--- config.mk ---
export PLATFORM = sky130hd
export DESIGN_NAME = fpu_result_collector
export DESIGN_NICKNAME = d
export VERILOG_FILES = /design/src/rtl/fpu_collect_pkg.sv /design/src/rtl/sync_fifo.sv /design/src/rtl/fpu_result_collector.sv
export SDC_FILE = /design/constraint.sdc
export NUM_CORES = 1
export LEC_CHECK = 0
export ABC_AREA = 1
export CORE_MARGIN = 5
export CORE_UTILIZATION = 40
export DETAILED_ROUTE_END_ITERATION = 6
export GPL_TIMING_DRIVEN = 0
export RECOVER_POWER = 100
export SYNTH_ARGS = -nofsm -noshare
export SYNTH_HDL_FRONTEND = slang
export SYNTH_SLANG_ARGS = --single-unit
--- constraint.sdc ---
create_clock -name clk_i -period 9.75 [get_ports clk_i]
set_input_delay 2.925 -clock clk_i [delete_from_list [all_inputs] [get_ports clk_i]]
set_output_delay 2.925 -clock clk_i [all_outputs]
set_load 0.03 [all_outputs]
--- src/rtl/fpu_collect_pkg.sv ---
// rtl/fpu_collect_pkg.sv - shared status type, flag indices and flag merge helper for the FPU result collector
package fpu_collect_pkg;

    localparam int NV_BIT = 4;
    localparam int DZ_BIT = 3;
    localparam int OF_BIT = 2;
    localparam int UF_BIT = 1;
    localparam int NX_BIT = 0;

    typedef struct packed {
        logic nv;
        logic dz;
        logic of;
        logic uf;
        logic nx;
    } status_t;

    function automatic status_t status_or(input status_t a, input status_t b);
        return status_t'(a | b);
    endfunction

endpackage

--- src/rtl/sync_fifo.sv ---
// rtl/sync_fifo.sv - single-clock FIFO with occupancy count, full/empty and combinational head read
module sync_fifo #(
    parameter int WIDTH = 37,
    parameter int DEPTH = 4
) (
    input  logic                     clk_i,
    input  logic                     rst_i,
    input  logic [WIDTH-1:0]         wr_data_i,
    input  logic                     push_i,
    input  logic                     pop_i,
    output logic [WIDTH-1:0]         rd_data_o,
    output logic                     full_o,
    output logic                     empty_o,
    output logic [$clog2(DEPTH):0]   count_o
);

    localparam int AW = $clog2(DEPTH);
    localparam logic [AW:0] FULL_CNT = (AW + 1)'(DEPTH);

    logic [WIDTH-1:0] mem_q [DEPTH];
    logic [AW-1:0]    wr_ptr_q, wr_ptr_d;
    logic [AW-1:0]    rd_ptr_q, rd_ptr_d;
    logic [AW:0]      count_q, count_d;
    logic             do_push, do_pop;

    assign full_o    = (count_q == FULL_CNT);
    assign empty_o   = (count_q == '0);
    assign count_o   = count_q;
    assign rd_data_o = mem_q[rd_ptr_q];

    // Guard here as well so a careless caller cannot corrupt pointers.
    assign do_push = push_i & ~full_o;
    assign do_pop  = pop_i & ~empty_o;

    always_comb begin
        wr_ptr_d = do_push ? wr_ptr_q + 1'b1 : wr_ptr_q;
        rd_ptr_d = do_pop  ? rd_ptr_q + 1'b1 : rd_ptr_q;
        count_d  = count_q;
        case ({do_push, do_pop})
            2'b10:   count_d = count_q + 1'b1;
            2'b01:   count_d = count_q - 1'b1;
            default: count_d = count_q;
        endcase
    end

    always_ff @(posedge clk_i or posedge rst_i) begin
        if (rst_i) begin
            wr_ptr_q <= '0;
            rd_ptr_q <= '0;
            count_q  <= '0;
            for (int i = 0; i < DEPTH; i++) begin
                mem_q[i] <= '0;
            end
        end else begin
            if (do_push) begin
                mem_q[wr_ptr_q] <= wr_data_i;
            end
            wr_ptr_q <= wr_ptr_d;
            rd_ptr_q <= rd_ptr_d;
            count_q  <= count_d;
        end
    end

endmodule

--- src/rtl/fpu_result_collector.sv ---
// rtl/fpu_result_collector.sv - buffers FPU results with status, keeps sticky fflags and a saturating accept count
module fpu_result_collector
    import fpu_collect_pkg::*;
#(
    parameter int WIDTH = 32,
    parameter int DEPTH = 4,
    parameter int CNT_W = 16
) (
    input  logic                     clk_i,
    input  logic                     rst_i,
    input  logic [WIDTH-1:0]         fpu_result_i,
    input  logic [4:0]               fpu_status_i,
    input  logic                     fpu_valid_i,
    output logic                     fpu_ready_o,
    output logic [WIDTH-1:0]         res_data_o,
    output logic [4:0]               res_status_o,
    output logic                     res_valid_o,
    input  logic                     res_ready_i,
    input  logic                     clr_flags_i,
    output logic [4:0]               fflags_o,
    output logic [$clog2(DEPTH):0]   occupancy_o,
    output logic [CNT_W-1:0]         accepted_o
);

    localparam logic [CNT_W-1:0] CNT_MAX = '1;

    logic                    fifo_full, fifo_empty;
    logic                    push, pop;
    logic [WIDTH+4:0]        rd_entry;
    status_t                 push_status;
    status_t                 flags_q, flags_d;
    logic [CNT_W-1:0]        accepted_q, accepted_d;

    // Ready depends on registered occupancy only, never on res_ready_i.
    assign fpu_ready_o = ~fifo_full;
    assign res_valid_o = ~fifo_empty;
    assign push        = fpu_valid_i & fpu_ready_o;
    assign pop         = res_valid_o & res_ready_i;

    sync_fifo #(
        .WIDTH (WIDTH + 5),
        .DEPTH (DEPTH)
    ) u_fifo (
        .clk_i     (clk_i),
        .rst_i     (rst_i),
        .wr_data_i ({fpu_status_i, fpu_result_i}),
        .push_i    (push),
        .pop_i     (pop),
        .rd_data_o (rd_entry),
        .full_o    (fifo_full),
        .empty_o   (fifo_empty),
        .count_o   (occupancy_o)
    );

    assign res_data_o   = rd_entry[WIDTH-1:0];
    assign res_status_o = rd_entry[WIDTH+4:WIDTH];

    // A clear that coincides with a push keeps the incoming flags.
    always_comb begin
        push_status = push ? status_t'(fpu_status_i) : '0;
        flags_d     = clr_flags_i ? push_status : status_or(flags_q, push_status);
        accepted_d  = (push && (accepted_q != CNT_MAX)) ? accepted_q + 1'b1 : accepted_q;
    end

    always_ff @(posedge clk_i or posedge rst_i) begin
        if (rst_i) begin
            flags_q    <= '0;
            accepted_q <= '0;
        end else begin
            flags_q    <= flags_d;
            accepted_q <= accepted_d;
        end
    end

    assign fflags_o   = flags_q;
    assign accepted_o = accepted_q;

endmodule

# == After elaboration in Yosys (flattened, before gate mapping) ==
# Index checks and enable logic that the tools add are counted.
# word_totals
ff_bits,176
latchBits,0
mem_bits_rw,0
romBits,0
in_bits,42
out_inout_bits,63
wordCells,47
memories,0
# classes
add_sub_neg,5
mul,0
n_div,0
n_lt_le_gt_ge,3
n_eq_ne,4
shifts,0
muxes,9
bitwise,9
n_reduce_logical,4
# op_table
cell,n
$bwmux W148,1
$mux W37,3
$bmux W37 S2,1
$demux W37 S2,1
$add A16 B1 Y16 const B,1
$ne A16 B16 Y1 const B,1
$mux W5,2
$ge A3 B3 Y1 const B,2
$not A2 Y3,2
$pmux W3 S2,1
$or A5 B5 Y5,1
$add A2 B1 Y2 const B,2
$and A1 B1 Y1,4
$add A3 B1 Y3 const B,1
$eq A3 B3 Y1 const B,1
$logic_not A3 Y1,1
$lt A3 B1 Y1 const B,1
$sub A3 B1 Y3 const B,1
$eq A2 B1 Y1 const B,1
$eq A2 B2 Y1 const B,1
$logic_and A1 B1 Y1,2
$not A1 Y1,2
$reduce_bool A2 Y1,1

# == Longest topological paths before layout ==
# logic_depth
depth_word,6
ltp_mapped,10
ltp_nobuf,9

# == Modules after synthesis ==
# A second synthesis with hierarchy kept.
# hier_totals
cells_unflattened,1126
hier_area_um2,8846.0
# by_module_without_submodules
mod,instances,cells_each,area_each_um2,seq_area_each_um2
sync_fifo,1,961,7647.3,3878.7
fpu_result_collector,1,165,1198.6,525.5

# == Least setup slack after synthesis ==
# OpenSTA, ideal clock, no wires.
# synth_timing
kind,register to output
startpoint,reg u_fifo.rd_ptr_q[0]
endpoint,out res_data_o[10]
arrival_ns,1.464
t_required_ns,6.825
path_slack_ns,5.361
stages_incl_launch_ff,6
n_path_buf,2
cell_sequence,dfrtp_1 inv_1 buf_2 clkbuf_1 nor2_1 o22ai_1
# synth_between
elab_chain_cells,4
# synth_rtl
element,line_no,text
"start, declared",sync_fifo.sv:22,"logic [AW-1:0] rd_ptr_q, rd_ptr_d;"
"start signal, assigned",sync_fifo.sv:59,rd_ptr_q <= rd_ptr_d;
$not A2 Y3 (not written as such),sync_fifo.sv:29,assign rd_data_o = mem_q[rd_ptr_q];
$bmux W37 S2,sync_fifo.sv:29,
$mux W37 (not written as such) (2 in a row),sync_fifo.sv:29,
"end, declared",fpu_result_collector.sv:15,"output logic [WIDTH-1:0] res_data_o,"
# No other way between the ends. The select of a mux whose other input is x is not followed.

==> results.yml <==
cts:
  clkSinkCount: 176
  numCtsBuffers: 17
  cts.clk_slew.worst_paths_ns: 0.06
  htree_levels: 4
  cts_root_buf: "clkbuf_16"
  hold_buffers: 0
  clk-insertion-delay-late_ns: 0.43
  cts_setup_buffers: 0
  clk_path_buf_depth: 2
  cts_tree: "built"
  ctsResizeCount: 0
placement:
  place_ws_ns: 4.50
  post_dp_cell_area_sq_um: 9690
  port_buffers: 104
  place.gp.congestion: 0.793
  dp_hpwl_microns: 14900
floorplan:
  core_sq_um: 20300
  die_x_microns: 154
  start_util_pct: 40.7
  die_h_microns: 154
  dieArea_sq_um: 23700
  pin_count: 105
  rows: 52
timing:
  hold-worst-slack_ns: 0.478
  setup_viol: 0
  fin_crit_ns: 6.22
  maxSlewHeadroom_pct: -193
  finalCritPeriodShare_pct: 63.8
  setup_tns_ns: 0
  rsz0062_at_grt: "no"
  worstMarginPinSlew_ns: 4.37
  fmax_mhz: 161
  finalWorstSetupSlack_ns: 3.53
  slew_violations: 94
  hold_violations: 0
  finClkSkew_ns: 0.00938
synthesis:
  async_reset_ff_share_pct: 100
  synth_area_leaders: "dfrtp_1 53%, nand2_1 9.6%, o21ai_0 6.4%"
  synth_top_family_by_area: "compound AO/OA/AOI/OAI gates"
  yosysMostFrequentCell: "nand2_1"
  synth_top_area_share_pct: 53.2
  ys_seq_area_share_pct: 53.2
  synth_top_area_cell: "dfrtp_1"
  synth_seq_cells: 176
  avgSynthCellArea_sq_um: 8.89
  synth_commonest_cells: "211 x nand2_1, 176 x dfrtp_1, 106 x o21ai_0"
  synth.distinct_cells: 26
  synth-compound-area-share_pct: 19.7
  yosys.area_share.xor_xnor_pct: 1.16
  synth_fa_ha_area_share_pct: 1.15
  synth_area_sq_um: 8270
  synthSimpleGateAreaFrac_pct: 16.2
  synthFlopType: "dfrtp_1"
  yosysWarnings: 0
  synth_nets: 979
  syn-instance-count: 930
  muxShareOfSynthArea_pct: 0
  synth_edf_count: 0
routing:
  wl_microns: 22300
  drt_pass1_iterations: 5
  drt_iter0_markers: 426
  wl_per_cell_microns: 16.7
  postRouteAntennaNets: 0
  via_per_inst: 5.06
  drc: 0
  dr_total_vias: 6757
worst_setup_path:
  path_max_fanout: 94
  crit_cells: 2
  critPathLaunchType: "input port"
  worst-path-buf-inv: 2
  slowest_stage: "clkinvlp_2"
  critPathRequiredTime_ns: 9.52
  cp-end-kind: "asynchronous set/reset pin"
  regToRegSetupSlack_ns: 7.14
  timing.rr.start: "u_fifo.count_o[0]$_DFFE_PP0P_"
  arrival_ns: 5.99
  rr_worst_depth: 8
  cp_top_family: "buffers and inverters"
  crit_type: "input port to asynchronous set/reset pin"
  cp_cell_sequence: "dlygate4sd3_1 > clkinvlp_2"
  r2r-end: "u_fifo.mem_q[121]$_DFFE_PP0P_"
  cpPeakStageDelay_ns: 2.42
outcome:
  failed_checks: "max-capacitance violations, max-slew violations"
  status: "finished with violations"
layout:
  nFillCells: 2098
  area_delta_synth_final_pct: 20.0
  final_nets: 1103
  num_antenna_cells: 0
  stdcell_area_sq_um: 9920
  drive_above_1_share_pct: 5.91
hold_path:
  min_to: "u_fifo.mem_q[58]$_DFFE_PP0P_"
  min_path_type: "register to register"
  hold_path_depth: 2
  hp-start: "u_fifo.mem_q[58]$_DFFE_PP0P_"
run:
  max_cap_viol_count: 1
power:
  leakagePower_nw: 4.60
  peakVddDrop_v: 0.000146
  p_per_area_nw_per_um2: 366
  fin_total_pwr_mw: 3.63
global_route:
  grt_first_pass_wirelength_microns: 36600
  antenna_found_initial: 0
  globalRoute.totalOverflow: 0
  grt_util_all_layers_pct: 19.4
  grt_pass1_vias: 6811
  grt_max_degree: 95
[worst max path at each step]
stage	to	from
finish	u_fifo.mem_q[79]$_DFFE_PP0P_	rst_i
global route	u_fifo.mem_q[121]$_DFFE_PP0P_	rst_i
CTS	res_status_o[3]	u_fifo.rd_ptr_q[0]$_DFFE_PP0P_
detailed placement	res_data_o[19]	u_fifo.rd_ptr_q[1]$_DFFE_PP0P_
global placement	u_fifo.mem_q[46]$_DFFE_PP0P_	rst_i
floorplan	accepted_o[0]$_DFFE_PP0P_	rst_i
[per-stage QoR]
step | cells | util (%)
after global routing | 1336 | 48.9
after floorplan | 930 | -
final | 1336 | 48.9
after CTS | 1336 | 50.7
after detailed placement | 1305 | 47.7
after global placement | 1304 | 47.5
[kinds of logic (layout without fill, tap and decap cells)]
group	after synthesis	after routing
fa+ha+maj	7	7
xor+xnor	11	11
flops	176	176
buf+inv	129	265
compound gates	274	274
simple gates	333	333
[state kept, by name, indices dropped and copies added (netlist names)]
signal	flops
u_fifo.wr_ptr_q	2
accepted_o	16
u_fifo.rd_ptr_q	2
u_fifo.mem_q	148
fflags_o	5
u_fifo.count_o	3
[area by class of cell]
cell class	instances	area, sq um	share of cell area (%)
Buffer	59	274	2.76
Timing Repair Buffer	105	1070	10.8
Clock buffer	23	478	4.82
Clock inverter	8	128	1.29
Multi-Input combinational cell	625	2970	29.9
Inverter	70	265	2.67
Tap cell	270	338	3.40
Sequential cell	176	4400	44.4
[layout by cell type (no fill, tap or decap), drive strengths merged]
cell,netlist,final
nand4,7,7
nand2,220,220
o22ai,42,42
buf,37,13
inv,70,69
a21oi,1,1
xor2,7,7
nand3,12,12
clkbuf,22,70
nor2,93,93
clkinvlp,0,4
and2,1,1
dlygate4sd3,0,66
clkinv,0,2
fa,1,1
dfrtp,176,176
xnor2,4,4
ha,6,6
bufinv,0,3
o21ai,231,231
clkdlybuf4s50,0,38
[metal layers]
layer,up-vias,GRT usage (%),part of all wire [%]
met1,3276,26.7,46
li1,3287,-,-
met4,0,4.54,1.0
met3,23,5.06,6.2
met5,-,0,0
met2,171,31.1,47
[report_power, final]
part	switching [mW]	total (mW)	internal, mW
Sequential	0.168	1.21	1.04
Combinational	1.11	1.70	0.589
Clock	0.290	0.713	0.424
Total	1.57	3.63	2.06
(Power assumes the default switching activity.)
